File: src/rtl/mcu_pkg.sv
// Shared encodings for the RAT MCU control unit: states, opcodes,
// ALU function codes and datapath mux selects.
package mcu_pkg;

    typedef enum logic [1:0] {
        ST_INIT  = 2'd0,
        ST_FETCH = 2'd1,
        ST_EXEC  = 2'd2,
        ST_INTR  = 2'd3
    } state_t;

    // Full 7-bit opcodes {IR_FIVE, IR_TWO}
    localparam logic [6:0] OP_AND   = 7'd0;
    localparam logic [6:0] OP_OR    = 7'd1;
    localparam logic [6:0] OP_EXOR  = 7'd2;
    localparam logic [6:0] OP_TEST  = 7'd3;
    localparam logic [6:0] OP_ADD   = 7'd4;
    localparam logic [6:0] OP_ADDC  = 7'd5;
    localparam logic [6:0] OP_SUB   = 7'd6;
    localparam logic [6:0] OP_SUBC  = 7'd7;
    localparam logic [6:0] OP_CMP   = 7'd8;
    localparam logic [6:0] OP_MOV   = 7'd9;
    localparam logic [6:0] OP_LD    = 7'd10;
    localparam logic [6:0] OP_ST    = 7'd11;
    localparam logic [6:0] OP_BRN   = 7'd16;
    localparam logic [6:0] OP_CALL  = 7'd17;
    localparam logic [6:0] OP_BREQ  = 7'd18;
    localparam logic [6:0] OP_BRNE  = 7'd19;
    localparam logic [6:0] OP_BRCS  = 7'd20;
    localparam logic [6:0] OP_BRCC  = 7'd21;
    localparam logic [6:0] OP_LSL   = 7'd32;
    localparam logic [6:0] OP_LSR   = 7'd33;
    localparam logic [6:0] OP_ROL   = 7'd34;
    localparam logic [6:0] OP_ROR   = 7'd35;
    localparam logic [6:0] OP_ASR   = 7'd36;
    localparam logic [6:0] OP_PUSH  = 7'd37;
    localparam logic [6:0] OP_POP   = 7'd38;
    localparam logic [6:0] OP_WSP   = 7'd40;
    localparam logic [6:0] OP_CLC   = 7'd48;
    localparam logic [6:0] OP_SEC   = 7'd49;
    localparam logic [6:0] OP_RET   = 7'd50;
    localparam logic [6:0] OP_SEI   = 7'd52;
    localparam logic [6:0] OP_CLI   = 7'd53;
    localparam logic [6:0] OP_RETID = 7'd54;
    localparam logic [6:0] OP_RETIE = 7'd55;

    // Immediate forms decode on IR_FIVE alone; IR_TWO is immediate data
    localparam logic [4:0] OPI_AND  = 5'b10000;
    localparam logic [4:0] OPI_OR   = 5'b10001;
    localparam logic [4:0] OPI_EXOR = 5'b10010;
    localparam logic [4:0] OPI_TEST = 5'b10011;
    localparam logic [4:0] OPI_ADD  = 5'b10100;
    localparam logic [4:0] OPI_ADDC = 5'b10101;
    localparam logic [4:0] OPI_SUB  = 5'b10110;
    localparam logic [4:0] OPI_SUBC = 5'b10111;
    localparam logic [4:0] OPI_CMP  = 5'b11000;
    localparam logic [4:0] OPI_IN   = 5'b11001;
    localparam logic [4:0] OPI_OUT  = 5'b11010;
    localparam logic [4:0] OPI_MOV  = 5'b11011;
    localparam logic [4:0] OPI_LD   = 5'b11100;
    localparam logic [4:0] OPI_ST   = 5'b11101;

    localparam logic [3:0] ALU_ADD  = 4'b0000;
    localparam logic [3:0] ALU_ADDC = 4'b0001;
    localparam logic [3:0] ALU_SUB  = 4'b0010;
    localparam logic [3:0] ALU_SUBC = 4'b0011;
    localparam logic [3:0] ALU_CMP  = 4'b0100;
    localparam logic [3:0] ALU_AND  = 4'b0101;
    localparam logic [3:0] ALU_OR   = 4'b0110;
    localparam logic [3:0] ALU_EXOR = 4'b0111;
    localparam logic [3:0] ALU_TEST = 4'b1000;
    localparam logic [3:0] ALU_LSL  = 4'b1001;
    localparam logic [3:0] ALU_LSR  = 4'b1010;
    localparam logic [3:0] ALU_ROL  = 4'b1011;
    localparam logic [3:0] ALU_ROR  = 4'b1100;
    localparam logic [3:0] ALU_ASR  = 4'b1101;
    localparam logic [3:0] ALU_MOV  = 4'b1110;
    localparam logic [3:0] ALU_PASS = 4'b1111;

    localparam logic [1:0] PC_SEL_IMM = 2'b00;
    localparam logic [1:0] PC_SEL_STK = 2'b01;
    localparam logic [1:0] PC_SEL_VEC = 2'b10;

    localparam logic [1:0] RF_SEL_ALU = 2'b00;
    localparam logic [1:0] RF_SEL_SCR = 2'b01;
    localparam logic [1:0] RF_SEL_SP  = 2'b10;
    localparam logic [1:0] RF_SEL_IN  = 2'b11;

    localparam logic [1:0] SCR_A_REG  = 2'b00;
    localparam logic [1:0] SCR_A_IMM  = 2'b01;
    localparam logic [1:0] SCR_A_SP   = 2'b10;
    localparam logic [1:0] SCR_A_SPM1 = 2'b11;

    localparam logic SCR_D_REG = 1'b0;
    localparam logic SCR_D_PC  = 1'b1;

    // Index 0..9 follows the AND..MOV ordering shared by reg and imm forms
    function automatic logic [3:0] alu_of(input logic [3:0] idx);
        case (idx)
            4'd0:    alu_of = ALU_AND;
            4'd1:    alu_of = ALU_OR;
            4'd2:    alu_of = ALU_EXOR;
            4'd3:    alu_of = ALU_TEST;
            4'd4:    alu_of = ALU_ADD;
            4'd5:    alu_of = ALU_ADDC;
            4'd6:    alu_of = ALU_SUB;
            4'd7:    alu_of = ALU_SUBC;
            4'd8:    alu_of = ALU_CMP;
            default: alu_of = ALU_MOV;
        endcase
    endfunction

endpackage

File: src/rtl/int_pending.sv
// Latched interrupt requests with a fixed-priority encoder;
// bit 0 wins, and a new request beats a coincident acknowledge.
module int_pending
    import mcu_pkg::*;
#(
    parameter int NUM_INT_SRC = 4,
    parameter int INT_ID_W    = 2
) (
    input  logic                   CLK,
    input  logic                   RESET,
    input  logic [NUM_INT_SRC-1:0] INT_REQ,
    input  logic                   ack,
    input  logic [INT_ID_W-1:0]    ack_id,
    output logic                   any,
    output logic [INT_ID_W-1:0]    id
);

    logic [NUM_INT_SRC-1:0] pending_q;
    logic [NUM_INT_SRC-1:0] pending_d;

    always_comb begin
        pending_d = pending_q;
        for (int i = 0; i < NUM_INT_SRC; i++) begin
            if (ack && (ack_id == INT_ID_W'(i))) begin
                pending_d[i] = 1'b0;
            end
            if (INT_REQ[i]) begin
                pending_d[i] = 1'b1;
            end
        end
    end

    always_comb begin
        id = '0;
        for (int i = NUM_INT_SRC - 1; i >= 0; i--) begin
            if (pending_q[i]) begin
                id = INT_ID_W'(i);
            end
        end
    end

    assign any = |pending_q;

    always_ff @(posedge CLK) begin
        if (RESET) begin
            pending_q <= '0;
        end else begin
            pending_q <= pending_d;
        end
    end

endmodule

File: src/rtl/mcu_control_fsm.sv
// Multi-cycle RAT MCU control unit: FETCH/EXEC sequencing, branch,
// stack and scratch strobes, and vectored interrupt entry.
module mcu_control_fsm
    import mcu_pkg::*;
#(
    parameter int NUM_INT_SRC = 4,
    parameter int INT_ID_W    = (NUM_INT_SRC > 1) ? $clog2(NUM_INT_SRC) : 1
) (
    input  logic                   CLK,
    input  logic                   RESET,
    input  logic [4:0]             IR_FIVE,
    input  logic [1:0]             IR_TWO,
    input  logic                   C_FLAG_CONTR,
    input  logic                   Z_FLAG_CONTR,
    input  logic [NUM_INT_SRC-1:0] INT_REQ,
    output logic                   PC_LD,
    output logic                   PC_INC,
    output logic [1:0]             PC_MUX_SEL_MCU,
    output logic                   ALU_OPY_SEL,
    output logic [3:0]             ALU_SEL,
    output logic                   RF_WR,
    output logic [1:0]             RF_WR_SEL,
    output logic                   SP_LD,
    output logic                   SP_INCR,
    output logic                   SP_DECR,
    output logic                   SCR_WE,
    output logic [1:0]             SCR_ADDR_SEL,
    output logic                   SCR_DATA_SEL,
    output logic                   FLG_C_SET,
    output logic                   FLG_C_CLR,
    output logic                   FLG_C_LD,
    output logic                   FLG_Z_LD,
    output logic                   FLG_LD_SEL,
    output logic                   FLG_SHAD_LD,
    output logic                   I_FLAG,
    output logic                   INT_ACK,
    output logic [INT_ID_W-1:0]    INT_ID,
    output logic                   MCU_RST,
    output logic                   IO_STRB
);

    state_t              state_q;
    state_t              state_d;
    logic                ie_q;
    logic                ie_d;
    logic [6:0]          op;
    logic                i_set;
    logic                i_clr;
    logic                op_valid;
    logic                alu_op;
    logic [3:0]          alu_idx;
    logic                int_any;
    logic [INT_ID_W-1:0] int_id;
    logic                ack;

    assign op  = {IR_FIVE, IR_TWO};
    assign ack = (state_q == ST_INTR);

    int_pending #(
        .NUM_INT_SRC(NUM_INT_SRC),
        .INT_ID_W   (INT_ID_W)
    ) u_pend (
        .CLK    (CLK),
        .RESET  (RESET),
        .INT_REQ(INT_REQ),
        .ack    (ack),
        .ack_id (int_id),
        .any    (int_any),
        .id     (int_id)
    );

    always_comb begin
        PC_LD          = 1'b0;
        PC_INC         = 1'b0;
        PC_MUX_SEL_MCU = PC_SEL_IMM;
        ALU_OPY_SEL    = 1'b0;
        ALU_SEL        = ALU_ADD;
        RF_WR          = 1'b0;
        RF_WR_SEL      = RF_SEL_ALU;
        SP_LD          = 1'b0;
        SP_INCR        = 1'b0;
        SP_DECR        = 1'b0;
        SCR_WE         = 1'b0;
        SCR_ADDR_SEL   = SCR_A_REG;
        SCR_DATA_SEL   = SCR_D_REG;
        FLG_C_SET      = 1'b0;
        FLG_C_CLR      = 1'b0;
        FLG_C_LD       = 1'b0;
        FLG_Z_LD       = 1'b0;
        FLG_LD_SEL     = 1'b0;
        FLG_SHAD_LD    = 1'b0;
        INT_ACK        = 1'b0;
        INT_ID         = '0;
        MCU_RST        = 1'b0;
        IO_STRB        = 1'b0;
        i_set          = 1'b0;
        i_clr          = 1'b0;
        op_valid       = 1'b0;
        alu_op         = 1'b0;
        alu_idx        = 4'd0;

        unique case (state_q)
            ST_INIT:  MCU_RST = 1'b1;
            ST_FETCH: PC_INC  = 1'b1;
            ST_EXEC: begin
                if (!op[6] && (op <= OP_MOV)) begin
                    alu_op  = 1'b1;
                    alu_idx = op[3:0];
                end else if (op[6] && (IR_FIVE[3:0] <= 4'd8)) begin
                    alu_op      = 1'b1;
                    alu_idx     = IR_FIVE[3:0];
                    ALU_OPY_SEL = 1'b1;
                end else if (op[6] && (IR_FIVE == OPI_MOV)) begin
                    alu_op      = 1'b1;
                    alu_idx     = 4'd9;
                    ALU_OPY_SEL = 1'b1;
                end

                if (alu_op) begin
                    op_valid = 1'b1;
                    ALU_SEL  = alu_of(alu_idx);
                    // Logical ops clear carry; TEST/CMP only touch flags
                    case (alu_idx)
                        4'd0, 4'd1, 4'd2: begin
                            RF_WR     = 1'b1;
                            FLG_C_CLR = 1'b1;
                            FLG_Z_LD  = 1'b1;
                        end
                        4'd3: begin
                            FLG_C_CLR = 1'b1;
                            FLG_Z_LD  = 1'b1;
                        end
                        4'd4, 4'd5, 4'd6, 4'd7: begin
                            RF_WR    = 1'b1;
                            FLG_C_LD = 1'b1;
                            FLG_Z_LD = 1'b1;
                        end
                        4'd8: begin
                            FLG_C_LD = 1'b1;
                            FLG_Z_LD = 1'b1;
                        end
                        default: RF_WR = 1'b1;
                    endcase
                end else if (op[6]) begin
                    case (IR_FIVE)
                        OPI_IN: begin
                            op_valid  = 1'b1;
                            RF_WR     = 1'b1;
                            RF_WR_SEL = RF_SEL_IN;
                        end
                        OPI_OUT: begin
                            op_valid = 1'b1;
                            IO_STRB  = 1'b1;
                        end
                        OPI_LD: begin
                            op_valid     = 1'b1;
                            RF_WR        = 1'b1;
                            RF_WR_SEL    = RF_SEL_SCR;
                            SCR_ADDR_SEL = SCR_A_IMM;
                        end
                        OPI_ST: begin
                            op_valid     = 1'b1;
                            SCR_WE       = 1'b1;
                            SCR_ADDR_SEL = SCR_A_IMM;
                        end
                        default: ;
                    endcase
                end else begin
                    case (op)
                        OP_LD: begin
                            op_valid     = 1'b1;
                            RF_WR        = 1'b1;
                            RF_WR_SEL    = RF_SEL_SCR;
                            SCR_ADDR_SEL = SCR_A_REG;
                        end
                        OP_ST: begin
                            op_valid     = 1'b1;
                            SCR_WE       = 1'b1;
                            SCR_ADDR_SEL = SCR_A_REG;
                        end
                        OP_BRN: begin
                            op_valid = 1'b1;
                            PC_LD    = 1'b1;
                        end
                        OP_BREQ: begin
                            op_valid = 1'b1;
                            PC_LD    = Z_FLAG_CONTR;
                        end
                        OP_BRNE: begin
                            op_valid = 1'b1;
                            PC_LD    = !Z_FLAG_CONTR;
                        end
                        OP_BRCS: begin
                            op_valid = 1'b1;
                            PC_LD    = C_FLAG_CONTR;
                        end
                        OP_BRCC: begin
                            op_valid = 1'b1;
                            PC_LD    = !C_FLAG_CONTR;
                        end
                        OP_CALL: begin
                            op_valid     = 1'b1;
                            PC_LD        = 1'b1;
                            SCR_WE       = 1'b1;
                            SCR_DATA_SEL = SCR_D_PC;
                            SCR_ADDR_SEL = SCR_A_SPM1;
                            SP_DECR      = 1'b1;
                        end
                        OP_LSL, OP_LSR, OP_ROL, OP_ROR, OP_ASR: begin
                            op_valid = 1'b1;
                            RF_WR    = 1'b1;
                            FLG_C_LD = 1'b1;
                            FLG_Z_LD = 1'b1;
                            ALU_SEL  = ALU_LSL + {1'b0, op[2:0]};
                        end
                        OP_PUSH: begin
                            op_valid     = 1'b1;
                            SCR_WE       = 1'b1;
                            SCR_ADDR_SEL = SCR_A_SPM1;
                            SP_DECR      = 1'b1;
                        end
                        OP_POP: begin
                            op_valid     = 1'b1;
                            RF_WR        = 1'b1;
                            RF_WR_SEL    = RF_SEL_SCR;
                            SCR_ADDR_SEL = SCR_A_SP;
                            SP_INCR      = 1'b1;
                        end
                        OP_WSP: begin
                            op_valid = 1'b1;
                            SP_LD    = 1'b1;
                        end
                        OP_CLC: begin
                            op_valid  = 1'b1;
                            FLG_C_CLR = 1'b1;
                        end
                        OP_SEC: begin
                            op_valid  = 1'b1;
                            FLG_C_SET = 1'b1;
                        end
                        OP_RET: begin
                            op_valid       = 1'b1;
                            PC_LD          = 1'b1;
                            PC_MUX_SEL_MCU = PC_SEL_STK;
                            SCR_ADDR_SEL   = SCR_A_SP;
                            SP_INCR        = 1'b1;
                        end
                        OP_SEI: begin
                            op_valid = 1'b1;
                            i_set    = 1'b1;
                        end
                        OP_CLI: begin
                            op_valid = 1'b1;
                            i_clr    = 1'b1;
                        end
                        OP_RETID, OP_RETIE: begin
                            op_valid       = 1'b1;
                            PC_LD          = 1'b1;
                            PC_MUX_SEL_MCU = PC_SEL_STK;
                            SCR_ADDR_SEL   = SCR_A_SP;
                            SP_INCR        = 1'b1;
                            FLG_LD_SEL     = 1'b1;
                            FLG_C_LD       = 1'b1;
                            FLG_Z_LD       = 1'b1;
                            i_set          = (op == OP_RETIE);
                            i_clr          = (op == OP_RETID);
                        end
                        default: ;
                    endcase
                end
            end
            ST_INTR: begin
                PC_LD          = 1'b1;
                PC_MUX_SEL_MCU = PC_SEL_VEC;
                SCR_WE         = 1'b1;
                SCR_DATA_SEL   = SCR_D_PC;
                SCR_ADDR_SEL   = SCR_A_SPM1;
                SP_DECR        = 1'b1;
                FLG_SHAD_LD    = 1'b1;
                i_clr          = 1'b1;
                INT_ACK        = 1'b1;
                INT_ID         = int_id;
            end
            default: ;
        endcase
    end

    assign I_FLAG = ie_q;

    // Entry uses the registered enable; a CLI in this EXEC still blocks it
    always_comb begin
        state_d = state_q;
        ie_d    = ie_q;
        if (i_set) ie_d = 1'b1;
        if (i_clr) ie_d = 1'b0;
        case (state_q)
            ST_INIT:  state_d = ST_FETCH;
            ST_FETCH: state_d = ST_EXEC;
            ST_EXEC: begin
                if (ie_q && !i_clr && op_valid && int_any) begin
                    state_d = ST_INTR;
                end else begin
                    state_d = ST_FETCH;
                end
            end
            ST_INTR:  state_d = ST_FETCH;
            default:  state_d = ST_INIT;
        endcase
    end

    always_ff @(posedge CLK) begin
        if (RESET) begin
            state_q <= ST_INIT;
            ie_q    <= 1'b0;
        end else begin
            state_q <= state_d;
            ie_q    <= ie_d;
        end
    end

endmodule
File: config.mk
export PLATFORM = sky130hd
export DESIGN_NAME = mcu_control_fsm
export DESIGN_NICKNAME = d
export VERILOG_FILES = /design/src/rtl/mcu_pkg.sv /design/src/rtl/int_pending.sv /design/src/rtl/mcu_control_fsm.sv
export SDC_FILE = /design/constraint.sdc
export NUM_CORES = 1
export LEC_CHECK = 0
export ABC_AREA = 1
export ABC_CLOCK_PERIOD_IN_PS = 3450
export BUFFER_PORTS_ARGS = -buffer_cell sky130_fd_sc_hd__buf_2
export CAP_MARGIN = 20
export CORE_ASPECT_RATIO = 1.4
export CORE_MARGIN = 3
export CORE_UTILIZATION = 51
export CTS_CLUSTER_SIZE = 20
export DETAILED_ROUTE_END_ITERATION = 8
export PLACE_DENSITY_LB_ADDON = 0.15
export RECOVER_POWER = 25
export SETUP_SLACK_MARGIN = 0.3
export SLEW_MARGIN = 5
export SYNTH_ARGS = -nofsm -noshare
export SYNTH_HDL_FRONTEND = slang
export SYNTH_SLANG_ARGS = --single-unit
File: constraint.sdc
create_clock -name CLK -period 3.45 [get_ports CLK]
set_input_delay 0.69 -clock CLK [delete_from_list [all_inputs] [get_ports CLK]]
set_output_delay 0.69 -clock CLK [all_outputs]
set_load 0.03 [all_outputs]
# Word-level counts from Yosys, hierarchy flattened
# Memory sizes are Yosys's and may differ from the RTL's.
# Cells that the tools add are included.
# classes
n_eq_ne	42
n_reduce_logical	42
n_mul	0
shifts	0
bitwise_logic	0
n_div	0
n_lt_le_gt_ge	2
mux	115
n_addsub	1
# ops
cell	n
7-bit by 6-bit == test with 1-bit output (second input constant)	15
1-bit 2-to-1 mux	83
7-bit by 5-bit == test with 1-bit output (second input constant)	6
4-bit 2-to-1 mux	8
5-bit == test (second input constant)	5
23-bit OR reduction	1
2-bit 2-to-1 mux	11
4-bit by 3-bit == test with 1-bit output (second input constant)	4
2-bit one-hot mux with 2 select lines	4
2-bit OR reduction	8
4-bit OR reduction	4
5-bit OR reduction	3
7-bit by 4-bit == test with 1-bit output (second input constant)	2
1-bit one-hot mux with 2 select lines	7
7-bit OR reduction	2
1-bit logical AND	10
9-bit OR reduction	1
2-bit == test (second input constant)	4
4-bit by 2-bit == test with 1-bit output (second input constant)	2
2-bit nonzero test	4
7-bit by 4-bit <= comparator with 1-bit output (second input constant)	1
2-bit one-hot mux with 3 select lines	1
3-bit OR reduction	2
1-bit one-hot mux with 5 select lines	1
8 further kinds	13
# totals
mem_bits_ro	64
latch_bits	0
in_bits	15
ramBits	0
wordCells	209
n_memories	1
ff_bits	7
# mem_list
name	words	word_bits	rd	rd_ports_with_merged_regs	wr	line_no	text
(no name shown)	16	4	1	0	0	mcu_pkg.sv:99	case (idx)

# Depth between registers and ports, before layout
# depth
word_depth	14
ltp_mapped	15
mapped_depth_nobuf	15

# Modules after synthesis
# A second synthesis with hierarchy kept.
# hier_totals
hier_cells	255
area_unflattened_um2	1430.1
# modules_own_cells
mod	cells_each	area_each_um2	instances	seq_area_each_um2
mcu_control_fsm	226	1242.4	1	60.1
int_pending	29	187.7	1	80.1

# Worst setup path before layout
# Ideal clock, no wire load.
# synth_path
path_type	input to output
startpoint	input IR_FIVE[4]
endpoint	output FLG_Z_LD
arrival_ns	2.693
n_path_buf	1
path_stages	13
setup_slack_ns	0.067
cell_sequence	buf_4 -> inv_4 -> nor2_1 -> inv_2 -> o21ai_2 -> a21oi_1 -> a21oi_1 -> inv_1 -> ha_1 -> nor4_1 -> nor2_1 -> o21ai_2 -> nand2_1
# synth_between
elab_chain_len	11
# synth_lines
element	line_no	text
from (decl)	mcu_control_fsm.sv:11	input logic [4:0] IR_FIVE,
parallel branches: the longest is 9 deep, another holds 7-bit by 4-bit <= comparator with 1-bit output	n/a	
1-bit 2-to-1 mux (*)	mcu_control_fsm.sv:119	if (alu_op) begin
1-bit 2-to-1 mux (*)	mcu_control_fsm.sv:102	unique case (state_q)
to (decl)	mcu_control_fsm.sv:32	output logic FLG_Z_LD,
# Every way passes the cells marked *. The select of a mux whose other input is x is not followed.

# Final worst setup path
# layout_path
startpoint	input IR_TWO[1]
endpoint	output FLG_C_CLR
# layout_between
elab_chain_len	9
# layout_lines
element	line_no	text
from (decl)	mcu_control_fsm.sv:12	input logic [1:0] IR_TWO,
7-bit by 4-bit <= comparator with 1-bit output	mcu_control_fsm.sv:106	if (!op[6] && (op <= OP_MOV)) begin
1-bit logical AND	mcu_control_fsm.sv:106	
4-bit 2-to-1 mux	mcu_control_fsm.sv:106	
4-bit 2-to-1 mux	mcu_control_fsm.sv:102	
4-bit by 2-bit == test with 1-bit output (tied with other cells)	mcu_control_fsm.sv:123	case (alu_idx)
4-bit OR reduction (no source line)	n/a	
1-bit 2-to-1 mux	mcu_control_fsm.sv:123	
1-bit 2-to-1 mux (*)	mcu_control_fsm.sv:119	
1-bit 2-to-1 mux (*)	mcu_control_fsm.sv:102	
to (decl)	mcu_control_fsm.sv:30	output logic FLG_C_CLR,
# Mark *: on every way between the ends. The rest lies on a longest branch, timed or not. The select of a mux whose other input is x is not followed.

==> flow_summary.html <==
<table>
<tr><th>Metric</th><th>Value</th></tr>
<tr><th colspan="2">Logic synthesis</th></tr>
<tr><td>Post-synthesis cell type count</td><td>30</td></tr>
<tr><td>Cells after Synth</td><td>247</td></tr>
<tr><td>Average instance area after synthesis</td><td>5.61 um^2</td></tr>
<tr><td>Most area-consuming cells after synthesis</td><td>sky130_fd_sc_hd__nand2_1 14%, sky130_fd_sc_hd__ha_1 13%, sky130_fd_sc_hd__dfxtp_1 10%</td></tr>
<tr><td>Library cell with the largest summed area after synthesis</td><td>sky130_fd_sc_hd__nand2_1</td></tr>
<tr><td>Sequential element share of the synthesized area</td><td>10.1%</td></tr>
<tr><td>Post-Syn Area</td><td>1390 um^2</td></tr>
<tr><td>Synthesized net count</td><td>276</td></tr>
<tr><td>Yosys synthesis warning count</td><td>0</td></tr>
<tr><td>Portion of synthesized cell area occupied by the leading cell type</td><td>14.1%</td></tr>
<tr><td>Yosys reg bits</td><td>7</td></tr>
<tr><th colspan="2">Power</th></tr>
<tr><td>VDD IR-drop max</td><td>0.217 mV</td></tr>
<tr><td>Sequential fraction of design power</td><td>20.2%</td></tr>
<tr><td>Leakage</td><td>1.11 nW</td></tr>
<tr><td>Net Sw Frac</td><td>49.0%</td></tr>
<tr><td>Clock network fraction of design power</td><td>16.4%</td></tr>
<tr><td>Cell-internal power</td><td>0.000238 W</td></tr>
<tr><td>Fraction of power consumed by combinational cells</td><td>63.4%</td></tr>
<tr><td>Switching power</td><td>0.000229 W</td></tr>
<tr><td>Cell Pwr Density</td><td>224 nW/um^2</td></tr>
<tr><th colspan="2">Timing</th></tr>
<tr><td>Post-route worst setup slack</td><td>83.7 ps</td></tr>
<tr><td>Min Clock Period, post-route</td><td>3370 ps</td></tr>
<tr><td>Number of endpoints with negative hold slack in the final report</td><td>0</td></tr>
<tr><td>Final number of max-transition violations</td><td>0</td></tr>
<tr><td>Number of endpoints failing setup at the final stage</td><td>0</td></tr>
<tr><td>Final worst clock skew</td><td>2.63 ps</td></tr>
<tr><td>Least-Margin Pin Slew</td><td>520 ps</td></tr>
<tr><td>Achievable frequency</td><td>297 MHz</td></tr>
<tr><td>RSZ-0062 raised after global routing</td><td>true</td></tr>
<tr><td>Tightest hold margin</td><td>505 ps</td></tr>
<tr><td>Setup TNS</td><td>0 ps</td></tr>
<tr><td>Final Cycle Share</td><td>97.6%</td></tr>
<tr><td>Slew headroom</td><td>65.3%</td></tr>
<tr><th colspan="2">Clock tree</th></tr>
<tr><td>Total clock buffers created by CTS</td><td>3</td></tr>
<tr><td>Clk slew on worst S/H paths</td><td>50 ps</td></tr>
<tr><td>Worst skew pair latency</td><td>260 ps</td></tr>
<tr><td>Total clock sinks</td><td>7</td></tr>
<tr><td>TritonCTS clock tree</td><td>done</td></tr>
<tr><td>Hold-fix buffers at CTS</td><td>0</td></tr>
<tr><td>Clock tree buffer depth</td><td>2</td></tr>
<tr><td>Clock tree root buffer cell</td><td>sky130_fd_sc_hd__clkbuf_4</td></tr>
<tr><td>Level count of the clock H-tree</td><td>1</td></tr>
<tr><th colspan="2">Die</th></tr>
<tr><td>Overall die width</td><td>50.1 um</td></tr>
<tr><td>Initial Utilization</td><td>55.5%</td></tr>
<tr><td>Number of placement rows</td><td>21</td></tr>
<tr><td>Floorplan die area</td><td>3390 um^2</td></tr>
<tr><td>Height of the die</td><td>67.7 um</td></tr>
<tr><td>Placeable core region</td><td>2500 um^2</td></tr>
<tr><td># IOs</td><td>46</td></tr>
<tr><th colspan="2">Worst setup path</th></tr>
<tr><td>Required time of the critical path</td><td>2760 ps</td></tr>
<tr><td>Element type at the critical path end</td><td>primary output</td></tr>
<tr><td>Largest incremental delay on the critical path</td><td>300 ps</td></tr>
<tr><td>Ordered cell list for the critical path</td><td>buf_8 -&gt; inv_6 -&gt; buf_6 -&gt; nand2_2 -&gt; nand3_2 -&gt; nand2_2 -&gt; a21oi_4 -&gt; nand2_1 -&gt; nand2_2 -&gt; inv_2 -&gt; ha_4 -&gt; nor4_4 -&gt; buf_4 -&gt; nor3_4 -&gt; nand2_1 -&gt; o21ai_1 -&gt; buf_4</td></tr>
<tr><td>Path length in cells of the critical path</td><td>17</td></tr>
<tr><td>Class of the most critical setup path</td><td>input pin to primary output</td></tr>
<tr><td>CP max stage cell</td><td>sky130_fd_sc_hd__nor4_4</td></tr>
<tr><td>Worst path arrival time</td><td>2680 ps</td></tr>
<tr><td>Gate family responsible for the most delay along the worst path</td><td>simple AND/OR/NAND/NOR gates</td></tr>
<tr><td>Most numerous cell on the critical path</td><td>sky130_fd_sc_hd__nand2_2</td></tr>
<tr><td>Critical path fanouts, max</td><td>4</td></tr>
<tr><td>Worst Path Buf+Inv</td><td>6</td></tr>
<tr><td>R2r worst-path depth</td><td>5</td></tr>
<tr><td>Critical Path Source Type</td><td>input pin</td></tr>
<tr><th colspan="2">Routing</th></tr>
<tr><td>TritonRoute pass-1 iters</td><td>5</td></tr>
<tr><td>Residual DRC</td><td>0</td></tr>
<tr><td>Vias per Instance</td><td>5.65</td></tr>
<tr><td>Total number of vias</td><td>1,988</td></tr>
<tr><td>Violation count after the first detailed-route iteration</td><td>152</td></tr>
<tr><td>Final routed wire length divided by cell count</td><td>16.0 um</td></tr>
<tr><td>Antenna viol nets, final</td><td>0</td></tr>
<tr><td>Total routed wirelength</td><td>5.65 mm</td></tr>
<tr><th colspan="2">Cells and area</th></tr>
<tr><td>Number of cells in the finished layout apart from fillers</td><td>352</td></tr>
<tr><td>Final instance area</td><td>2090 um^2</td></tr>
<tr><td>Proportion of layout cells with a drive suffix above 1</td><td>39.3%</td></tr>
<tr><td>Area growth from synthesis to layout</td><td>50.5%</td></tr>
<tr><td>Count of inserted antenna diode cells</td><td>0</td></tr>
<tr><td>Total Nets Final</td><td>348</td></tr>
<tr><th colspan="2">GRT</th></tr>
<tr><td>Overflow left after global routing</td><td>0</td></tr>
<tr><td>Vias in the first global route</td><td>1,758</td></tr>
<tr><td>Pin count of the biggest net entering global routing</td><td>16</td></tr>
<tr><td>Global-route wire length before repair</td><td>7.71 mm</td></tr>
<tr><td>Gr usage total</td><td>29.8%</td></tr>
<tr><td>Initial antenna violation count</td><td>0</td></tr>
<tr><th colspan="2">Run</th></tr>
<tr><td>Number of max-capacitance violations reported</td><td>0</td></tr>
<tr><th colspan="2">Place</th></tr>
<tr><td>Worst slack at placement</td><td>36.7 ps</td></tr>
<tr><td>Detailed placement HPWL</td><td>3.38 mm</td></tr>
<tr><td># port buffers</td><td>45</td></tr>
<tr><td>Final weighted congestion of routability-driven global placement</td><td>0.938</td></tr>
<tr><td>Number of placed instances, taps included</td><td>333</td></tr>
<tr><td>Standard cell area after detailed placement</td><td>1740 um^2</td></tr>
<tr><th colspan="2">Min path</th></tr>
<tr><td>Hold Path Cell Cnt</td><td>2</td></tr>
<tr><td>Tightest Hold Check Type</td><td>flop to flop</td></tr>
<tr><th colspan="2">Outcome</th></tr>
<tr><td>Result of the run</td><td>completed</td></tr>
</table>
==> cells in the final DEF, fill, tap and decap left out, drive strengths merged <==
cell type / Yosys / routed
buf: 4 / 69
nand2: 56 / 56
nor2: 43 / 43
inv: 41 / 41
nand3: 28 / 28
a21oi: 18 / 18
ha: 14 / 14
o21ai: 14 / 14
nor3: 8 / 8
dfxtp: 7 / 7
clkbuf: 1 / 7
nor4: 3 / 3
o31ai: 2 / 2
o22ai: 2 / 2
or2: 2 / 2
nor3b: 1 / 1
a31oi: 1 / 1
a21boi: 1 / 1
nand4: 1 / 1
==> state kept, by name, indices dropped and copies added (netlist names) <==
signal,count
I_FLAG,1
state_q,2
u_pend.pending_q,4
==> routing by layer <==
| layer | vias up | wire length, um | GRT usage (%) |
|---|---|---|---|
| met5 | - | 0 | 0 |
| met4 | 0 | 334 | 21.8 |
| met3 | 40 | 425 | 2.43 |
| met2 | 124 | 2830 | 55.4 |
| met1 | 886 | 2060 | 31.0 |
| li1 | 938 | - | - |
==> worst register-to-register path: stages, from the launching register on <==
cell,delay (ps)
sky130_fd_sc_hd__dfxtp_1,390
sky130_fd_sc_hd__inv_1,90
sky130_fd_sc_hd__ha_1,320
sky130_fd_sc_hd__inv_1,440
sky130_fd_sc_hd__nand2_1,110
sky130_fd_sc_hd__a21oi_1,150
==> through the flow <==
step | total power, W | util, %
floorplan | 0.000259 | -
global placement | 0.000321 | 69.7
detailed placement | 0.000325 | 69.7
CTS | 0.000438 | 79.4
global route | 0.000492 | 83.6
finish | 0.000467 | 83.6
==> repair_timing <==
action	in CTS	in global routing
setup endpoints to repair	6	8
setup buffers	10	5
pin swaps	14	13
resized for setup	34	25
==> cell families after synthesis <==
| kind of cell | synth area share (%) |
|---|---|
| adder cells (fa/ha/maj) | 12.6 |
| AO/OA/AOI/OAI | 15.8 |
| flip-flops | 10.1 |
| AND/OR/NAND/NOR | 47.7 |
| buffers and inverters | 13.7 |
==> cell type report <==
cell class / count / area, um^2
inverters: 41 / 164
multi-input cells: 194 / 1210
clock buffers: 4 / 26.3
flip-flops and latches: 7 / 140
repair buffers: 72 / 500
fillers: 153 / 409
well taps: 34 / 42.5
==> cell usage after synthesis <==
master and n:
sky130_fd_sc_hd__nor2_2 1, sky130_fd_sc_hd__o31ai_1 2, sky130_fd_sc_hd__nand2_2 4, sky130_fd_sc_hd__nor4_1 3, sky130_fd_sc_hd__o21ai_2 2, sky130_fd_sc_hd__nor3_1 6, sky130_fd_sc_hd__nand3_1 28, sky130_fd_sc_hd__clkbuf_1 1
sky130_fd_sc_hd__a21oi_2 1, sky130_fd_sc_hd__or2_1 1, sky130_fd_sc_hd__o21ai_0 7, sky130_fd_sc_hd__inv_2 9, sky130_fd_sc_hd__a31oi_1 1, sky130_fd_sc_hd__nor2_4 5, sky130_fd_sc_hd__inv_1 31, sky130_fd_sc_hd__nor3_2 2
sky130_fd_sc_hd__buf_4 4, sky130_fd_sc_hd__inv_4 1, sky130_fd_sc_hd__nor2_1 37, sky130_fd_sc_hd__a21oi_1 17, sky130_fd_sc_hd__or2_2 1, sky130_fd_sc_hd__nand2_1 52, sky130_fd_sc_hd__ha_1 14, sky130_fd_sc_hd__o22ai_1 1
sky130_fd_sc_hd__nor3b_2 1, sky130_fd_sc_hd__nand4_1 1, sky130_fd_sc_hd__a21boi_1 1, sky130_fd_sc_hd__o21ai_1 5, sky130_fd_sc_hd__o22ai_2 1, sky130_fd_sc_hd__dfxtp_1 7
==> worst paths after layout <==
kind / startpoint / endpoint / slack [ps]
hold / removal: u_pend.pending_q[3] / u_pend.pending_q[3] / 510
hold reg to reg: u_pend.pending_q[3] / u_pend.pending_q[3] / 510
setup reg to reg: state_q[0] / state_q[1] / 1880
setup / recovery: IR_TWO[1] / FLG_C_CLR / 80
==> power groups by stage <==
stage                     Clock [W]  Combinational, W  Sequential (W)
after floorplan                   0          0.000164       0.0000943
after global placement            0          0.000226       0.0000955
after detailed placement          0          0.000230       0.0000957
after CTS                 0.0000800          0.000264       0.0000941
after global routing      0.0000826          0.000314       0.0000950
final                     0.0000767          0.000297       0.0000942
No activity file was read; power rests on OpenSTA's default activity.
